===== src/rtl/cordic_fixedpoint_get_phase_addr_enc_if.sv =====
// rtl/cordic_fixedpoint_get_phase_addr_enc_if.sv - beat handshake and data bundle for the phase address encoder
interface cordic_fixedpoint_get_phase_addr_enc_if;
   logic        iValid;
   logic        oReady;
   logic [15:0] iPhase_cmp_C;
   logic [20:0] iPhase_abs;
   logic        iPhase_sign;
   logic        oValid;
   logic        iReady;
   logic [4:0]  oAddr;
   logic [20:0] oPhase_abs;
   logic        oPhase_sign;
   logic        oBubble;
   logic [7:0]  oBubble_cnt;

   modport slave (
      input  iValid, iPhase_cmp_C, iPhase_abs, iPhase_sign, iReady,
      output oReady, oValid, oAddr, oPhase_abs, oPhase_sign, oBubble, oBubble_cnt
   );

   modport master (
      output iValid, iPhase_cmp_C, iPhase_abs, iPhase_sign, iReady,
      input  oReady, oValid, oAddr, oPhase_abs, oPhase_sign, oBubble, oBubble_cnt
   );
endinterface


===== src/rtl/cordic_fixedpoint_get_phase_addr_enc.sv =====
// rtl/cordic_fixedpoint_get_phase_addr_enc.sv - two-stage thermometer-to-address encoder with bubble detection
module cordic_fixedpoint_get_phase_addr_enc (
   input  logic                                   iClk,
   input  logic                                   iRst_n,
   cordic_fixedpoint_get_phase_addr_enc_if.slave  bus
);
   logic        s1_valid_q, s1_valid_d;
   logic [15:0] s1_cmp_q, s1_cmp_d;
   logic [20:0] s1_abs_q, s1_abs_d;
   logic        s1_sign_q, s1_sign_d;

   logic        s2_valid_q, s2_valid_d;
   logic [4:0]  s2_addr_q, s2_addr_d;
   logic [20:0] s2_abs_q, s2_abs_d;
   logic        s2_sign_q, s2_sign_d;
   logic        s2_bubble_q, s2_bubble_d;
   logic [7:0]  bubble_cnt_q, bubble_cnt_d;

   logic        s2_load;
   logic        s1_adv;
   logic [4:0]  enc_addr;
   logic        enc_found;
   logic        enc_bubble;

   assign s2_load = !s2_valid_q | bus.iReady;
   assign s1_adv  = !s1_valid_q | s2_load;

   // Address is the run length of ones from bit 0; any one after the first zero is a bubble.
   always_comb begin
      enc_addr   = 5'd16;
      enc_found  = 1'b0;
      enc_bubble = 1'b0;
      for (int k = 0; k < 16; k++) begin
         if (!s1_cmp_q[k]) begin
            if (!enc_found) begin
               enc_addr = 5'(k);
            end
            enc_found = 1'b1;
         end else if (enc_found) begin
            enc_bubble = 1'b1;
         end
      end
   end

   always_comb begin
      s1_valid_d   = s1_valid_q;
      s1_cmp_d     = s1_cmp_q;
      s1_abs_d     = s1_abs_q;
      s1_sign_d    = s1_sign_q;
      s2_valid_d   = s2_valid_q;
      s2_addr_d    = s2_addr_q;
      s2_abs_d     = s2_abs_q;
      s2_sign_d    = s2_sign_q;
      s2_bubble_d  = s2_bubble_q;
      bubble_cnt_d = bubble_cnt_q;

      if (s1_adv) begin
         s1_valid_d = bus.iValid;
         if (bus.iValid) begin
            s1_cmp_d  = bus.iPhase_cmp_C;
            s1_abs_d  = bus.iPhase_abs;
            s1_sign_d = bus.iPhase_sign;
         end
      end

      if (s2_load) begin
         s2_valid_d  = s1_valid_q;
         // Clearing the flag on an empty load keeps oBubble low whenever oValid is low.
         s2_bubble_d = s1_valid_q & enc_bubble;
         if (s1_valid_q) begin
            s2_addr_d = enc_addr;
            s2_abs_d  = s1_abs_q;
            s2_sign_d = s1_sign_q;
            if (enc_bubble && (bubble_cnt_q != 8'hFF)) begin
               bubble_cnt_d = bubble_cnt_q + 8'd1;
            end
         end
      end
   end

   always_ff @(posedge iClk or negedge iRst_n) begin
      if (!iRst_n) begin
         s1_valid_q   <= 1'b0;
         s1_cmp_q     <= '0;
         s1_abs_q     <= '0;
         s1_sign_q    <= 1'b0;
         s2_valid_q   <= 1'b0;
         s2_addr_q    <= '0;
         s2_abs_q     <= '0;
         s2_sign_q    <= 1'b0;
         s2_bubble_q  <= 1'b0;
         bubble_cnt_q <= '0;
      end else begin
         s1_valid_q   <= s1_valid_d;
         s1_cmp_q     <= s1_cmp_d;
         s1_abs_q     <= s1_abs_d;
         s1_sign_q    <= s1_sign_d;
         s2_valid_q   <= s2_valid_d;
         s2_addr_q    <= s2_addr_d;
         s2_abs_q     <= s2_abs_d;
         s2_sign_q    <= s2_sign_d;
         s2_bubble_q  <= s2_bubble_d;
         bubble_cnt_q <= bubble_cnt_d;
      end
   end

   // Reset gating keeps oReady low for the whole time reset is held.
   assign bus.oReady      = iRst_n & s1_adv;
   assign bus.oValid      = s2_valid_q;
   assign bus.oAddr       = s2_addr_q;
   assign bus.oPhase_abs  = s2_abs_q;
   assign bus.oPhase_sign = s2_sign_q;
   assign bus.oBubble     = s2_bubble_q;
   assign bus.oBubble_cnt = bubble_cnt_q;
endmodule


===== src/flat_wrapper.sv =====
// flat-port wrapper written by rule: the top's interface ports become plain ports
module cordic_fixedpoint_get_phase_addr_enc_flat 
  (iClk, iRst_n, bus_iValid, bus_iPhase_cmp_C, bus_iPhase_abs, bus_iPhase_sign, bus_iReady, bus_oReady, bus_oValid, bus_oAddr, bus_oPhase_abs, bus_oPhase_sign, bus_oBubble, bus_oBubble_cnt);
  cordic_fixedpoint_get_phase_addr_enc_if bus_i ();
  input  logic iClk;
  input  logic iRst_n;
  input wire logic [$bits(bus_i.iValid)-1:0] bus_iValid;
  input wire logic [$bits(bus_i.iPhase_cmp_C)-1:0] bus_iPhase_cmp_C;
  input wire logic [$bits(bus_i.iPhase_abs)-1:0] bus_iPhase_abs;
  input wire logic [$bits(bus_i.iPhase_sign)-1:0] bus_iPhase_sign;
  input wire logic [$bits(bus_i.iReady)-1:0] bus_iReady;
  output wire logic [$bits(bus_i.oReady)-1:0] bus_oReady;
  output wire logic [$bits(bus_i.oValid)-1:0] bus_oValid;
  output wire logic [$bits(bus_i.oAddr)-1:0] bus_oAddr;
  output wire logic [$bits(bus_i.oPhase_abs)-1:0] bus_oPhase_abs;
  output wire logic [$bits(bus_i.oPhase_sign)-1:0] bus_oPhase_sign;
  output wire logic [$bits(bus_i.oBubble)-1:0] bus_oBubble;
  output wire logic [$bits(bus_i.oBubble_cnt)-1:0] bus_oBubble_cnt;
  assign bus_i.iValid = bus_iValid;
  assign bus_i.iPhase_cmp_C = bus_iPhase_cmp_C;
  assign bus_i.iPhase_abs = bus_iPhase_abs;
  assign bus_i.iPhase_sign = bus_iPhase_sign;
  assign bus_i.iReady = bus_iReady;
  assign bus_oReady = bus_i.oReady;
  assign bus_oValid = bus_i.oValid;
  assign bus_oAddr = bus_i.oAddr;
  assign bus_oPhase_abs = bus_i.oPhase_abs;
  assign bus_oPhase_sign = bus_i.oPhase_sign;
  assign bus_oBubble = bus_i.oBubble;
  assign bus_oBubble_cnt = bus_i.oBubble_cnt;
  cordic_fixedpoint_get_phase_addr_enc u_core (.iClk(iClk), .iRst_n(iRst_n), .bus(bus_i));
endmodule

===== config.mk =====
export PLATFORM = sky130hd
export DESIGN_NAME = cordic_fixedpoint_get_phase_addr_enc_flat
export DESIGN_NICKNAME = d
export VERILOG_FILES = /design/src/rtl/cordic_fixedpoint_get_phase_addr_enc_if.sv /design/src/rtl/cordic_fixedpoint_get_phase_addr_enc.sv /design/src/flat_wrapper.sv
export SDC_FILE = /design/constraint.sdc
export NUM_CORES = 1
export LEC_CHECK = 0
export ABC_AREA = 1
export BUFFER_PORTS_ARGS = -buffer_cell sky130_fd_sc_hd__buf_2
export CAP_MARGIN = 20
export CORE_MARGIN = 10
export CORE_UTILIZATION = 50
export DETAILED_ROUTE_END_ITERATION = 12
export PLACE_DENSITY = 0.74
export RECOVER_POWER = 50
export REMOVE_ABC_BUFFERS = 1
export SETUP_SLACK_MARGIN = 0.2
export SLEW_MARGIN = 20
export SYNTH_ARGS = -nofsm -noshare
export SYNTH_HDL_FRONTEND = slang
export SYNTH_SLANG_ARGS = --single-unit

===== constraint.sdc =====
create_clock -name iClk -period 4.1 [get_ports iClk]
set_clock_uncertainty 0.2 [all_clocks]
set_input_delay 1.025 -clock iClk [delete_from_list [all_inputs] [get_ports iClk]]
set_output_delay 1.025 -clock iClk [all_outputs]
set_load 0.05 [all_outputs]

==> out/qor.yml, run 1 <==
cp.arrival_ps: 1830
cts_root_buffer: "clkbuf_8"
synth-async-reset-ratio: 1.00
critical_path.startpoint_type: "primary input"
max_slew_margin: -0.205
io_buffer_count: 79
ys.flop_type: "dfrtp_1"
drive_above_1_share: 0.318
violations: "max-capacitance violations, max-slew violations"
dpl-instance-area_um2: 3900
grt-ovfl-total: 0
totalWireLength_um: 7290
yosysWarnings: 0
hold_violations: 0
path_class: "primary input to primary output"
synth_compound_area_frac: 0.0476
hpwl_um: 5280
hold_buffers: 0
cts_buffers: 9
met2_usage: 0.238
dp_slack_ps: 984
ys_top_cells_by_area: "dfrtp_1 56%, nand2_1 13%, mux2_2 9.2%"
timing.final.crit_share: 0.746
vdd_drop_max_mv: 0.313
period_needed_ps: 3060
synthMuxAreaShare: 0.0953
grt_pass1_wl_um: 12100
ys_types: 32
setup_viol: 0
nets: 481
place.gp.congestion: 0.846
grt_max_degree: 77
area_delta_synth_final_pct: 19.6
drv_slew: 77
finalSetupTns_ps: 0
htree_levels: 3
cts_setup_buffers: 0
synthSimpleGateAreaFrac: 0.241
outcome: "finished, violations left"
rows: 30
cts-resized-gates: 0
vias: 2577
viasPerCell: 4.93
clk_latency_ps: 340
avgSynthCellArea_um2: 9.65
dieArea_um2: 10500
cap_violations: 1
synth_area_leader_cell: "dfrtp_1"
io_pins: 80
instances_no_fill: 523
yosysMostFrequentCell: "nand2_1"
use_met1: 0.175
clkTransAtPathRegs_ps: 90
yosys.area_share.adder: 0.00366
design.core.area_um2: 6720
timing.hold.ws_ps: 276
diodes: 0
power_density_nw_per_um2: 611
required_ps: 2870
p_leak_nw: 2.17
yosysTopAreaCellShare: 0.557
place_inst: 507
synth-xor-area-share: 0.0154
start_util: 0.508
synth_top_family_by_area: "simple AND/OR/NAND/NOR gates"
setup_ws_ps: 1040
fill_cells: 583
netlist_area_um2: 3410
synthTopCellsByCount: "117 x nand2_1, 76 x dfrtp_1, 28 x mux2_2"
dieWidth_um: 103
crit_fanout: 3
final_util: 0.608
route.detailed.drc: 0
max_slew.worst_pin.slew_ps: 1810
power_mw: 2.49
yosys_register_bits: 76
dr.pass1.iters: 4
die_h_um: 103
grt_pass1_vias: 2658
antenna_left: 0
netlist_instances: 354
met3_usage: 0.0483
clk_path_buf_depth: 2
synth_edf_count: 0
drt-initial-drc-count: 91
endpoint_kind: "primary output"
yosysSeqAreaShare: 0.557
fin_area_um2: 4080
antenna_found_initial: 0
clock-sinks: 76
wl_per_cell_um: 13.9
rsz0062_at_grt: "no"
max_freq_mhz: 327
cts_tree: "done"
globalRouteTotalUtil: 0.146
hold_path.class: "flip-flop to flip-flop"
grt.busiest_layer: "met2"
==> report_power, final <==
| group | switching (mW) | total, mW | internal [mW] |
|---|---|---|---|
| Combinational | 0.640 | 0.863 | 0.223 |
| Clock | 0.292 | 0.596 | 0.303 |
| Sequential | 0.124 | 1.04 | 0.911 |
==> cell families (layout without fill, tap and decap cells) <==
logic type / Yosys count / count (layout)
simple gates: 178 / 178
flops: 76 / 76
buf+inv: 35 / 124
compound gates: 29 / 29
mux: 29 / 29
xor+xnor: 6 / 6
fa+ha+maj: 1 / 1
==> area by class of cell <==
| class | instances | area (µm²) | area share |
|---|---|---|---|
| repair buffers | 82 | 402 | 0.0984 |
| inverters | 26 | 97.6 | 0.0239 |
| clock buffers | 10 | 138 | 0.0337 |
| clock inverters | 6 | 68.8 | 0.0169 |
| multi-input cells | 243 | 1380 | 0.337 |
| well taps | 80 | 100 | 0.0245 |
| flip-flops and latches | 76 | 1900 | 0.466 |
==> layout by cell type (no fill, tap or decap), types with 2 or more instances in the layout <==
cell      instances
a21oi_1          13
a31oi_1           3
buf_2            68
buf_4             2
clkbuf_1         11
clkbuf_8         10
dfrtp_1          76
inv_1            22
inv_2             4
inv_6             3
mux2_2           28
nand2_1         117
nand2_2           7
nand2_4           3
nand3_1          12
nand4_1           2
nor2_1           23
nor2_2            3
nor2_4            2
nor3_1            3
o21ai_0           9
xor2_1            5
==> critical path, cell delays in order <==
cell and delay, ps:
buf_2 100, nor2_1 250, nand2_1 140, nand2_1 80
inv_1 30, buf_2 200
==> worst paths after layout <==
path	startpoint	to	slack (ps)	cells after the start
worst max-delay path	bus_iReady	bus_oReady	1040	6
worst min-delay path	u_core.s1_abs_q[14]	u_core.bus.oPhase_abs[14]	280	2
worst max register to register	u_core.bus.oValid	u_core.bus.oBubble_cnt[6]	1680	10
worst min register to register	u_core.s1_abs_q[14]	u_core.bus.oPhase_abs[14]	280	2
max in group asynchronous	iRst_n	u_core.bus.oPhase_abs[5]	1500	2
min in group asynchronous	iRst_n	u_core.bus.oBubble_cnt[7]	1120	2
==> state kept, by name, summed over array words and instances (netlist names) <==
| register | cells |
|---|---|
| u_core.bus.oPhase_abs | 21 |
| u_core.s1_abs_q | 21 |
| u_core.s1_cmp_q | 16 |
| u_core.bus.oBubble_cnt | 8 |
| u_core.bus.oAddr | 5 |
| u_core.bus.oBubble | 1 |
| u_core.bus.oPhase_sign | 1 |
| u_core.bus.oValid | 1 |
| u_core.s1_sign_q | 1 |
| u_core.s1_valid_q | 1 |
==> routing by layer <==
| metal | part of all wire | wire length [µm] | vias to the layer above |
|---|---|---|---|
| met5 | 0 | 0 | - |
| met4 | 0.013 | 95 | 0 |
| met3 | 0.070 | 514 | 7 |
| met2 | 0.49 | 3560 | 55 |
| met1 | 0.43 | 3120 | 1220 |
| li1 | - | - | 1295 |
(Power assumes the default switching activity.)
==> inputs of run 2 (changes only) <==
--- a/config.mk
+++ b/config.mk
@@ -9,7 +9,7 @@
 export BUFFER_PORTS_ARGS = -buffer_cell sky130_fd_sc_hd__buf_2
 export CAP_MARGIN = 20
 export CORE_MARGIN = 10
-export CORE_UTILIZATION = 50
+export CORE_UTILIZATION = 48
 export DETAILED_ROUTE_END_ITERATION = 12
 export PLACE_DENSITY = 0.74
 export RECOVER_POWER = 50
==> constraint.sdc (replaced) <==
create_clock -name iClk -period 2.7 [get_ports iClk]
set_clock_uncertainty 0.2 [all_clocks]
set_input_delay 0.675 -clock iClk [delete_from_list [all_inputs] [get_ports iClk]]
set_output_delay 0.675 -clock iClk [all_outputs]
set_load 0.05 [all_outputs]
==> out/qor.yml, run 2 (synthesis results as in run 1) <==
start_util: 0.497
clock-sinks: 76
drv_slew: 0
crit_fanout: 33
finalSetupTns_ps: 0
startpoint: "bus_iReady"
holdCritStartpoint: "u_core.bus.oPhase_abs[8]"
viasPerCell: 4.82
vias: 2614
max_freq_mhz: 421
p_leak_nw: 2.19
clk_path_buf_depth: 2
r2r-start: "u_core.bus.oValid"
cts_setup_buffers: 0
place.gp.congestion: 0.876
die_h_um: 104
grt_pass1_wl_um: 13200
setup_viol: 0
cts_buffers: 9
dr.pass1.iters: 4
met3_usage: 0.0558
grt.busiest_layer: "met2"
antenna_found_initial: 3
grt-ovfl-total: 0
globalRouteTotalUtil: 0.148
hold_violations: 0
multiInputGateArea_um2: 1360
cts_root_buffer: "clkbuf_8"
grt_max_degree: 43
design.core.area_um2: 6870
dieArea_um2: 10900
cp.arrival_ps: 2410
wl_per_cell_um: 14.3
drt-initial-drc-count: 128
max_slew_margin: 0.328
fin_area_um2: 4120
vdd_drop_max_mv: 0.506
path_class: "primary input to flip-flop"
critical_path.startpoint_type: "primary input"
cts-resized-gates: 0
use_met1: 0.174
nets: 483
rows: 30
max_slew.worst_pin.slew_ps: 1010
hpwl_um: 5750
required_ps: 2730
regArea_um2: 1900
hold_path.class: "flip-flop to flip-flop"
endpoint_kind: "flip-flop"
area_delta_synth_final_pct: 20.7
cts_tree: "done"
totalWireLength_um: 7780
antenna_left: 0
setup_ws_ps: 325
htree_levels: 3
clkTransAtPathRegs_ps: 70
rsz0062_at_grt: "no"
power_density_nw_per_um2: 934
dpl-instance-area_um2: 3950
io_buffer_count: 79
fill_cells: 600
cap_violations: 0
period_needed_ps: 2370
dp_slack_ps: 113
met2_usage: 0.233
dieWidth_um: 104
hold_buffers: 0
drive_above_1_share: 0.324
final_cell_mix: "117 x nand2_1, 76 x dfrtp_1, 73 x buf_2"
final_common_cell: "nand2_1"
io_pins: 80
clk_latency_ps: 340
grt_pass1_vias: 2797
power_mw: 3.85
route.detailed.drc: 0
outcome: "finished, final reports clean"
timing.final.crit_share: 0.880
run 2: cell count changes in the layout (fill, tap and decap cells not counted), sizes merged:
cell / previous run / this run
buf: 70 / 75
diode: 0 / 2
clkinvlp: 1 / 0
clkinv: 1 / 2
bufinv: 1 / 2
inv: 29 / 26
clkbuf: 22 / 20
run 2: routing by layer:
metal / up-vias / wire length (µm)
met3: 12 / 544
met5: - / 13
met1: 1228 / 3420
met4: 2 / 125
met2: 67 / 3670
li1: 1305 / -
run 2: worst paths after layout:
kind,endpoint,slack [ps],cells after the start
min,u_core.bus.oPhase_abs[8],270,2
max reg2reg,u_core.s1_abs_q[7],370,6
max in group asynchronous,u_core.bus.oAddr[0],640,3
max,u_core.s1_abs_q[7],330,6
min reg2reg,u_core.bus.oPhase_abs[8],270,2
min in group asynchronous,u_core.s1_abs_q[16],330,2
run 2: power breakdown:
| part | internal, mW | leakage, nW | total (mW) | switching (mW) |
|---|---|---|---|---|
| combinational | 0.346 | 1.17 | 1.33 | 0.983 |
| clock | 0.541 | 0.109 | 0.950 | 0.408 |
| sequential | 1.38 | 0.909 | 1.57 | 0.187 |
run 2: critical path: stages:
cell	delay [ps]
buf_2	100
nor2_1	250
nand2_1	140
nand2_1	170
clkbuf_2	640
mux2_2	410
run 2: area by class of cell:
type / instances / share of cell area
Sequential cell: 76 / 0.462
Multi-Input combinational cell: 243 / 0.331
Timing Repair Buffer: 84 / 0.101
Clock buffer: 11 / 0.0343
Tap cell: 96 / 0.0292
Inverter: 26 / 0.0237
Clock inverter: 4 / 0.0179
Antenna cell: 2 / 0.00121
run 2: stage by stage:
stage | util | hold WS (ps) | instances
after floorplan | - | 179 | 345
after global placement | 0.574 | 250 | 525
after detailed placement | 0.574 | 253 | 525
after CTS | 0.606 | 206 | 540
after global routing | 0.599 | 302 | 541
final | 0.600 | 273 | 542
